--- src/rtl/sipo_frame_rx.sv ---
// sipo_frame_rx: serial-to-parallel frame receiver.
// Receives start(0), WIDTH data bits LSB-first, an optional even-parity bit and
// stop(1). Each good word is presented on a valid/ready parallel output.
// Framing errors discard the word. Overruns drop the new word and keep the old one.
module sipo_frame_rx #(
    parameter int WIDTH     = 8,
    parameter int PARITY_EN = 1
) (
    input  logic             clk,
    input  logic             clear_n,
    input  logic             si,
    output logic [WIDTH-1:0] dout,
    output logic             dout_valid,
    input  logic             dout_ready,
    output logic             parity_err,
    output logic             frame_err,
    output logic             overrun,
    output logic             busy
);

    localparam int CW = $clog2(WIDTH);

    localparam logic [2:0] S_IDLE      = 3'd0;
    localparam logic [2:0] S_DATA      = 3'd1;
    localparam logic [2:0] S_PARITY    = 3'd2;
    localparam logic [2:0] S_STOP      = 3'd3;
    localparam logic [2:0] S_WAIT_IDLE = 3'd4;

    logic [2:0]       state;
    logic [CW-1:0]    counter;
    logic [WIDTH-1:0] shreg;
    logic             p_err;
    logic             good_stop;
    logic             bad_stop;
    logic             last_bit;

    assign last_bit  = (counter == CW'(WIDTH - 1));
    assign good_stop = (state == S_STOP) && si;
    assign bad_stop  = (state == S_STOP) && !si;
    assign busy      = (state != S_IDLE);

    // Frame sequencing: start detect, data shift, parity, stop check, and
    // the wait for the line to return high after a framing error.
    always_ff @(posedge clk or negedge clear_n) begin
        if (!clear_n) begin
            state   <= S_IDLE;
            counter <= '0;
            shreg   <= '0;
        end else begin
            case (state)
                S_IDLE: begin
                    if (!si) begin
                        state   <= S_DATA;
                        counter <= '0;
                    end
                end
                S_DATA: begin
                    shreg[counter] <= si;
                    counter        <= counter + CW'(1);
                    if (last_bit) begin
                        state <= (PARITY_EN != 0) ? S_PARITY : S_STOP;
                    end
                end
                S_PARITY: begin
                    state <= S_STOP;
                end
                S_STOP: begin
                    state <= si ? S_IDLE : S_WAIT_IDLE;
                end
                S_WAIT_IDLE: begin
                    // A line stuck low must not look like a fresh start bit.
                    if (si) begin
                        state <= S_IDLE;
                    end
                end
                default: begin
                    state <= S_IDLE;
                end
            endcase
        end
    end

    // Even-parity check: data XOR parity bit must be 0; stays 0 without parity.
    always_ff @(posedge clk or negedge clear_n) begin
        if (!clear_n) begin
            p_err <= 1'b0;
        end else if (state == S_PARITY) begin
            p_err <= (PARITY_EN != 0) ? (si ^ (^shreg)) : 1'b0;
        end
    end

    // Output holding register with valid/ready handshake and error pulses.
    always_ff @(posedge clk or negedge clear_n) begin
        if (!clear_n) begin
            dout       <= '0;
            dout_valid <= 1'b0;
            parity_err <= 1'b0;
            frame_err  <= 1'b0;
            overrun    <= 1'b0;
        end else begin
            frame_err <= bad_stop;
            overrun   <= 1'b0;
            if (good_stop) begin
                // A word consumed on this same edge frees the slot for the new one.
                if (!dout_valid || dout_ready) begin
                    dout       <= shreg;
                    parity_err <= p_err;
                    dout_valid <= 1'b1;
                end else begin
                    overrun <= 1'b1;
                end
            end else if (dout_valid && dout_ready) begin
                dout_valid <= 1'b0;
            end
        end
    end

endmodule

--- config.mk ---
export PLATFORM = sky130hd
export DESIGN_NAME = sipo_frame_rx
export DESIGN_NICKNAME = d
export VERILOG_FILES = /design/src/rtl/sipo_frame_rx.sv
export SDC_FILE = /design/constraint.sdc
export NUM_CORES = 1
export LEC_CHECK = 0
export BUFFER_PORTS_ARGS = -buffer_cell sky130_fd_sc_hd__buf_2
export CAP_MARGIN = 15
export CORE_MARGIN = 4
export CORE_UTILIZATION = 50
export DETAILED_ROUTE_END_ITERATION = 10
export PLACE_DENSITY = 0.73
export SLEW_MARGIN = 10
export SYNTH_ARGS = -nofsm -noshare
export SYNTH_HDL_FRONTEND = slang
export SYNTH_SLANG_ARGS = --single-unit
--- constraint.sdc ---
create_clock -name clk -period 1.55 [get_ports clk]
set_input_delay 0.155 -clock clk [delete_from_list [all_inputs] [get_ports clk]]
set_output_delay 0.155 -clock clk [all_outputs]
set_load 0.01 [all_outputs]
# Word level (Yosys, flattened, before mapping)
# Index checks and enable logic that the tools add are counted.
op_classes:
  addsub: 1
  magnitude_cmp: 2
  n_eq_ne: 9
  n_mux: 15
  bitwise_logic: 1
  reduce_logical: 16
ops:
  columns: ["operator", "n"]
  rows:
  - ["3-bit two-way mux", 5]
  - ["3-bit one-hot mux with 5 select lines", 1]
  - ["8-bit bitwise mux", 1]
  - ["8-bit XOR reduction", 1]
  - ["3-bit by 2-bit == test with 1-bit output, second input constant", 2]
  - ["3-bit == test, second input constant", 2]
  - ["1-bit two-way mux", 6]
  - ["2-bit != test, second input constant", 3]
  - ["3-bit one-hot mux with 2 select lines", 1]
  - ["2-bit AND reduction", 3]
  - ["1-bit logical AND", 4]
  - ["3-bit by 4-bit less-than comparator with 1-bit output, second input constant", 1]
  - ["2-bit nonzero test", 2]
  - ["3-bit by 1-bit adder with 3-bit output, second input constant", 1]
  - ["1-bit demux with 3-bit select", 1]
  - ["3-bit by 1-bit == test with 1-bit output, second input constant", 1]
  - ["3-bit by 1-bit greater-or-equal comparator with 1-bit output, second input constant", 1]
  - ["3-bit zero test", 1]
  - ["3-bit AND reduction", 1]
  - ["3-bit nonzero test", 1]
  - ["1-bit zero test", 2]
  - ["2-bit by 1-bit != test with 1-bit output, second input constant", 1]
  - ["1-bit logical OR", 1]
  - ["1-bit bitwise XOR", 1]
word_totals:
  register_bits: 27
  inputBits: 4
  wordCells: 53

# Logic depth before layout (Yosys ltp)
depth:
  word_depth: 5
  ltp_mapped: 6
  ltp_nobuf: 5

# Worst setup path before layout
# OpenSTA, ideal clock, no wires.
synth_timing:
  kind: "register to register"
  startpoint: "register state[2]"
  endpoint: "register dout[0]"
  setup_time_ns: 0.125
  arrival_time_ns: 1.393
  required_ns: 1.425
  setup_slack_ns: 0.032
  stages_incl_launch_ff: 6
  synth_period_minus_slack_ns: 1.518
  path_cell_list: "dfrtp_1 > nand3b_4 > or2_4 > nor2b_4 > buf_12 > mux2_4"
synth_between:
  elab_chain_len: 3
synth_rtl:
  columns: ["item", "line_no", "source"]
  rows:
  - ["from (decl)", "29", "logic [2:0] state;"]
  - ["from (signal assigned)", "61", "state <= (PARITY_EN != 0) ? S_PARITY : S_STOP;"]
  - ["from (signal assigned)", "68", "state <= si ? S_IDLE : S_WAIT_IDLE;"]
  - ["3-bit by 2-bit == test with 1-bit output", "38", "assign good_stop = (state == S_STOP) && si;"]
  - ["1-bit logical AND", "38", null]
  - ["2-bit AND reduction (no source line)", null, null]
  - ["to (signal assigned)", "106", "dout <= shreg;"]
  - ["to (decl)", "12", "output logic [WIDTH-1:0] dout,"]
# Every way passes these cells.
# A chain may end at the register's enable or synchronous reset.

# Worst setup path in the final report
layout_timing:
  startpoint: "register state[1]"
  endpoint: "register parity_err"
layout_between:
  elab_chain_len: 3
layout_rtl:
  columns: ["item", "line_no", "source"]
  rows:
  - ["3-bit by 2-bit == test with 1-bit output", "38", null]
  - ["1-bit logical AND", "38", null]
  - ["2-bit AND reduction (no source line)", null, null]
  - ["to (signal assigned)", "107", "parity_err <= p_err;"]
  - ["to (decl)", "15", "output logic parity_err,"]
# Every way passes these cells.

==> impl_metrics.py <==
metrics = {
    "grt": {
        "busiest_layer": "met2",
        "grt_max_degree": 28,
        "grt_pass1_wl_um": 3680,
        "grt-ovfl-total": 0,
        "track_usage": 0.142,
        "grt_util_met2": 0.226,
        "antenna_found_initial": 0,
        "grt_use_met3": 0.0263,
        "use_met1": 0.188,
        "first_global_vias": 809,
    },
    "timing": {
        "setup_viol": 0,
        "hold_violations": 0,
        "worst_slew_pin_slew_ps": 574,
        "hold_slack_ps": 119,
        "maxSlewViolCount": 0,
        "max_freq_mhz": 650,
        "slew_headroom": 0.617,
        "fin_skew_ps": 14.3,
        "rsz0062_at_grt": "yes",
        "period_minus_slack_ps": 1540,
        "finalCritPeriodShare": 0.992,
    },
    "pwr": {
        "vdd_drop_max_mv": 1.09,
        "p_leak_nw": 0.773,
        "power_density_nw_per_um2": 1960,
    },
    "cells_and_area": {
        "layout_common_cells": "dfrtp_1 (27), buf_2 (15), mux2_4 (11), buf_4 (10)",
        "seq_area_sq_um": 676,
        "area_growth_pct": 21.5,
        "layout.cells.non_filler": 158,
        "fill_cells": 184,
        "fin_nets": 135,
        "multi_input_area_sq_um": 589,
        "drive_gt1_frac": 0.414,
        "layout_commonest_cell": "dfrtp_1",
        "n_antenna_cell": 0,
    },
    "critical_path": {
        "rrSetupSlack_ps": 10,
        "rr_startpoint": "state[1]",
        "cp-end-kind": "flop",
        "critPathRequiredTime_ps": 1770,
        "crit_path_max_fanout": 9,
        "reg2reg_depth": 6,
        "crit_type": "reg2reg",
        "arrival_ps": 1760,
        "r2r_end": "parity_err",
        "cp-start-kind": "flop",
    },
    "synth": {
        "ys_seq_elements": 27,
        "synth-edff-count": 0,
        "synthCells": 97,
        "synthArstFlopShare": 1.00,
        "synthFlopType": "dfrtp_1",
        "synth_cell_type_count": 29,
        "syn_area_per_cell_sq_um": 13.2,
        "ys.warnings.count": 0,
        "synth_nets": 103,
        "yosysSeqAreaShare": 0.527,
        "syn_area_sq_um": 1280,
    },
    "floorplan": {
        "io-pin-count": 17,
        "dieArea_sq_um": 3440,
        "die_x_um": 58.6,
        "num_rows": 18,
        "initial_core_util": 0.522,
        "die_y_um": 58.6,
        "coreArea_sq_um": 2450,
    },
    "routing": {
        "avgRoutedWirePerCell_um": 14.2,
        "detailroute.via_count": 823,
        "detail-route-antenna-nets": 0,
        "routed_wl_um": 2250,
        "drc": 0,
        "dr.first_iter.drc_count": 21,
        "first_pass_iters": 3,
        "viasPerCell": 5.21,
    },
    "placement": {
        "gp_congestion": 0.756,
        "dp_cells": 146,
        "io_buffer_count": 16,
        "dpl.hpwl_um": 1510,
    },
    "worst_hold_path": {
        "hold_path_end": "dout_valid",
        "min_from": "dout_ready",
        "min_path_type": "in2reg",
        "min_path_cells": 3,
    },
    "clocking": {
        "clockBufferDepth": 2,
        "clkSlewWorstSetupHoldPaths_ps": 140,
        "root_buffer": "clkbuf_4",
        "cts_tree": "built",
        "cts_buffers": 3,
        "insertion_delay_ps": 330,
        "cts.sinks": 27,
        "htree_levels": 1,
    },
    "outcome": {
        "status": "finished clean",
    },
    "job": {
        "drv_cap": 0,
    },
}
logic make-up after synthesis:
group | synth area share
AND/OR/NAND/NOR | 0.138
buffers and inverters | 0.0332
multiplexers | 0.184
XOR/XNOR | 0.0585
flip-flops | 0.527
AO/OA/AOI/OAI | 0.0400
adder cells (fa/ha/maj) | 0.0195
cell usage after synthesis (all sizes together) (2+ instances only):
cell type | count | area (sq um)
dfrtp | 27 | 676
mux2 | 18 | 236
nand2 | 8 | 30.0
nor2 | 7 | 26.3
xnor2 | 6 | 52.6
a21oi | 3 | 15.0
inv | 3 | 11.3
nand3 | 3 | 15.0
nor2b | 3 | 26.3
a22o | 2 | 17.5
buf | 2 | 27.5
ha | 2 | 25.0
per-layer routing:
metal / wire (um) / share of wire / vias up
met2: 1050 / 0.47 / 15
li1: - / - / 391
met4: 61 / 0.027 / 0
met5: 0 / 0 / -
met3: 80 / 0.036 / 7
met1: 1050 / 0.47 / 410
critical path: stages, from the launching register on:
cell	delay [ps]
dfrtp_1	400
buf_6	130
nand3b_4	80
or2_4	250
nor2b_4	130
buf_12	150
mux2_4	300
where the power goes:
part	total (mW)	switching, mW	internal, mW
clock	0.314	0.215	0.0987
combinational	1.52	0.582	0.937
sequential	1.22	0.229	0.987
total	3.05	1.03	2.02
state kept, by name, indices dropped and copies added (netlist names), 3 cells and up:
register  count
counter       3
dout          8
shreg         8
state         3
through the flow:
stage / setup WS [ps] / power, mW / utilization / area [sq um] / TNS [ps]
2_1_floorplan: 31.8 / 2.24 / - / 1280 / 0
3_3_place_gp: 38.5 / 2.55 / 0.581 / 1430 / 0
3_5_place_dp: 23.2 / 2.60 / 0.581 / 1430 / 0
4_1_cts: 17.1 / 2.97 / 0.615 / 1510 / 0
5_1_grt: -40.4 / 3.26 / 0.635 / 1560 / -316
6_report: 12.5 / 3.05 / 0.635 / 1560 / 0
layout make-up:
type | count | area share
Clock buffer | 3 | 0.0145
Clock inverter | 1 | 0.00482
Inverter | 3 | 0.00723
Multi-Input combinational cell | 64 | 0.378
Sequential cell | 27 | 0.434
Tap cell | 30 | 0.0241
Timing Repair Buffer | 30 | 0.137
repair_timing:
item	CTS	global route
hold buffers	1	0
gates cloned	0	0
pin swaps	0	4
endpoints found under the hold margin	27	0
endpoints found under the setup margin	1	19
setup buffers	4	3
gates resized for setup	3	6
worst max path at each step:
| stage | start | endpoint | slack [ps] |
|---|---|---|---|
| 3_3_place_gp | state[2] | shreg[6] | 40 |
| 5_1_grt | state[1] | parity_err | -40 |
| 4_1_cts | state[1] | parity_err | 20 |
| 3_5_place_dp | state[2] | shreg[6] | 20 |
| 6_report | state[1] | parity_err | 10 |
| 2_1_floorplan | state[2] | dout[0] | 30 |
No activity file was read; power rests on OpenSTA's default activity.
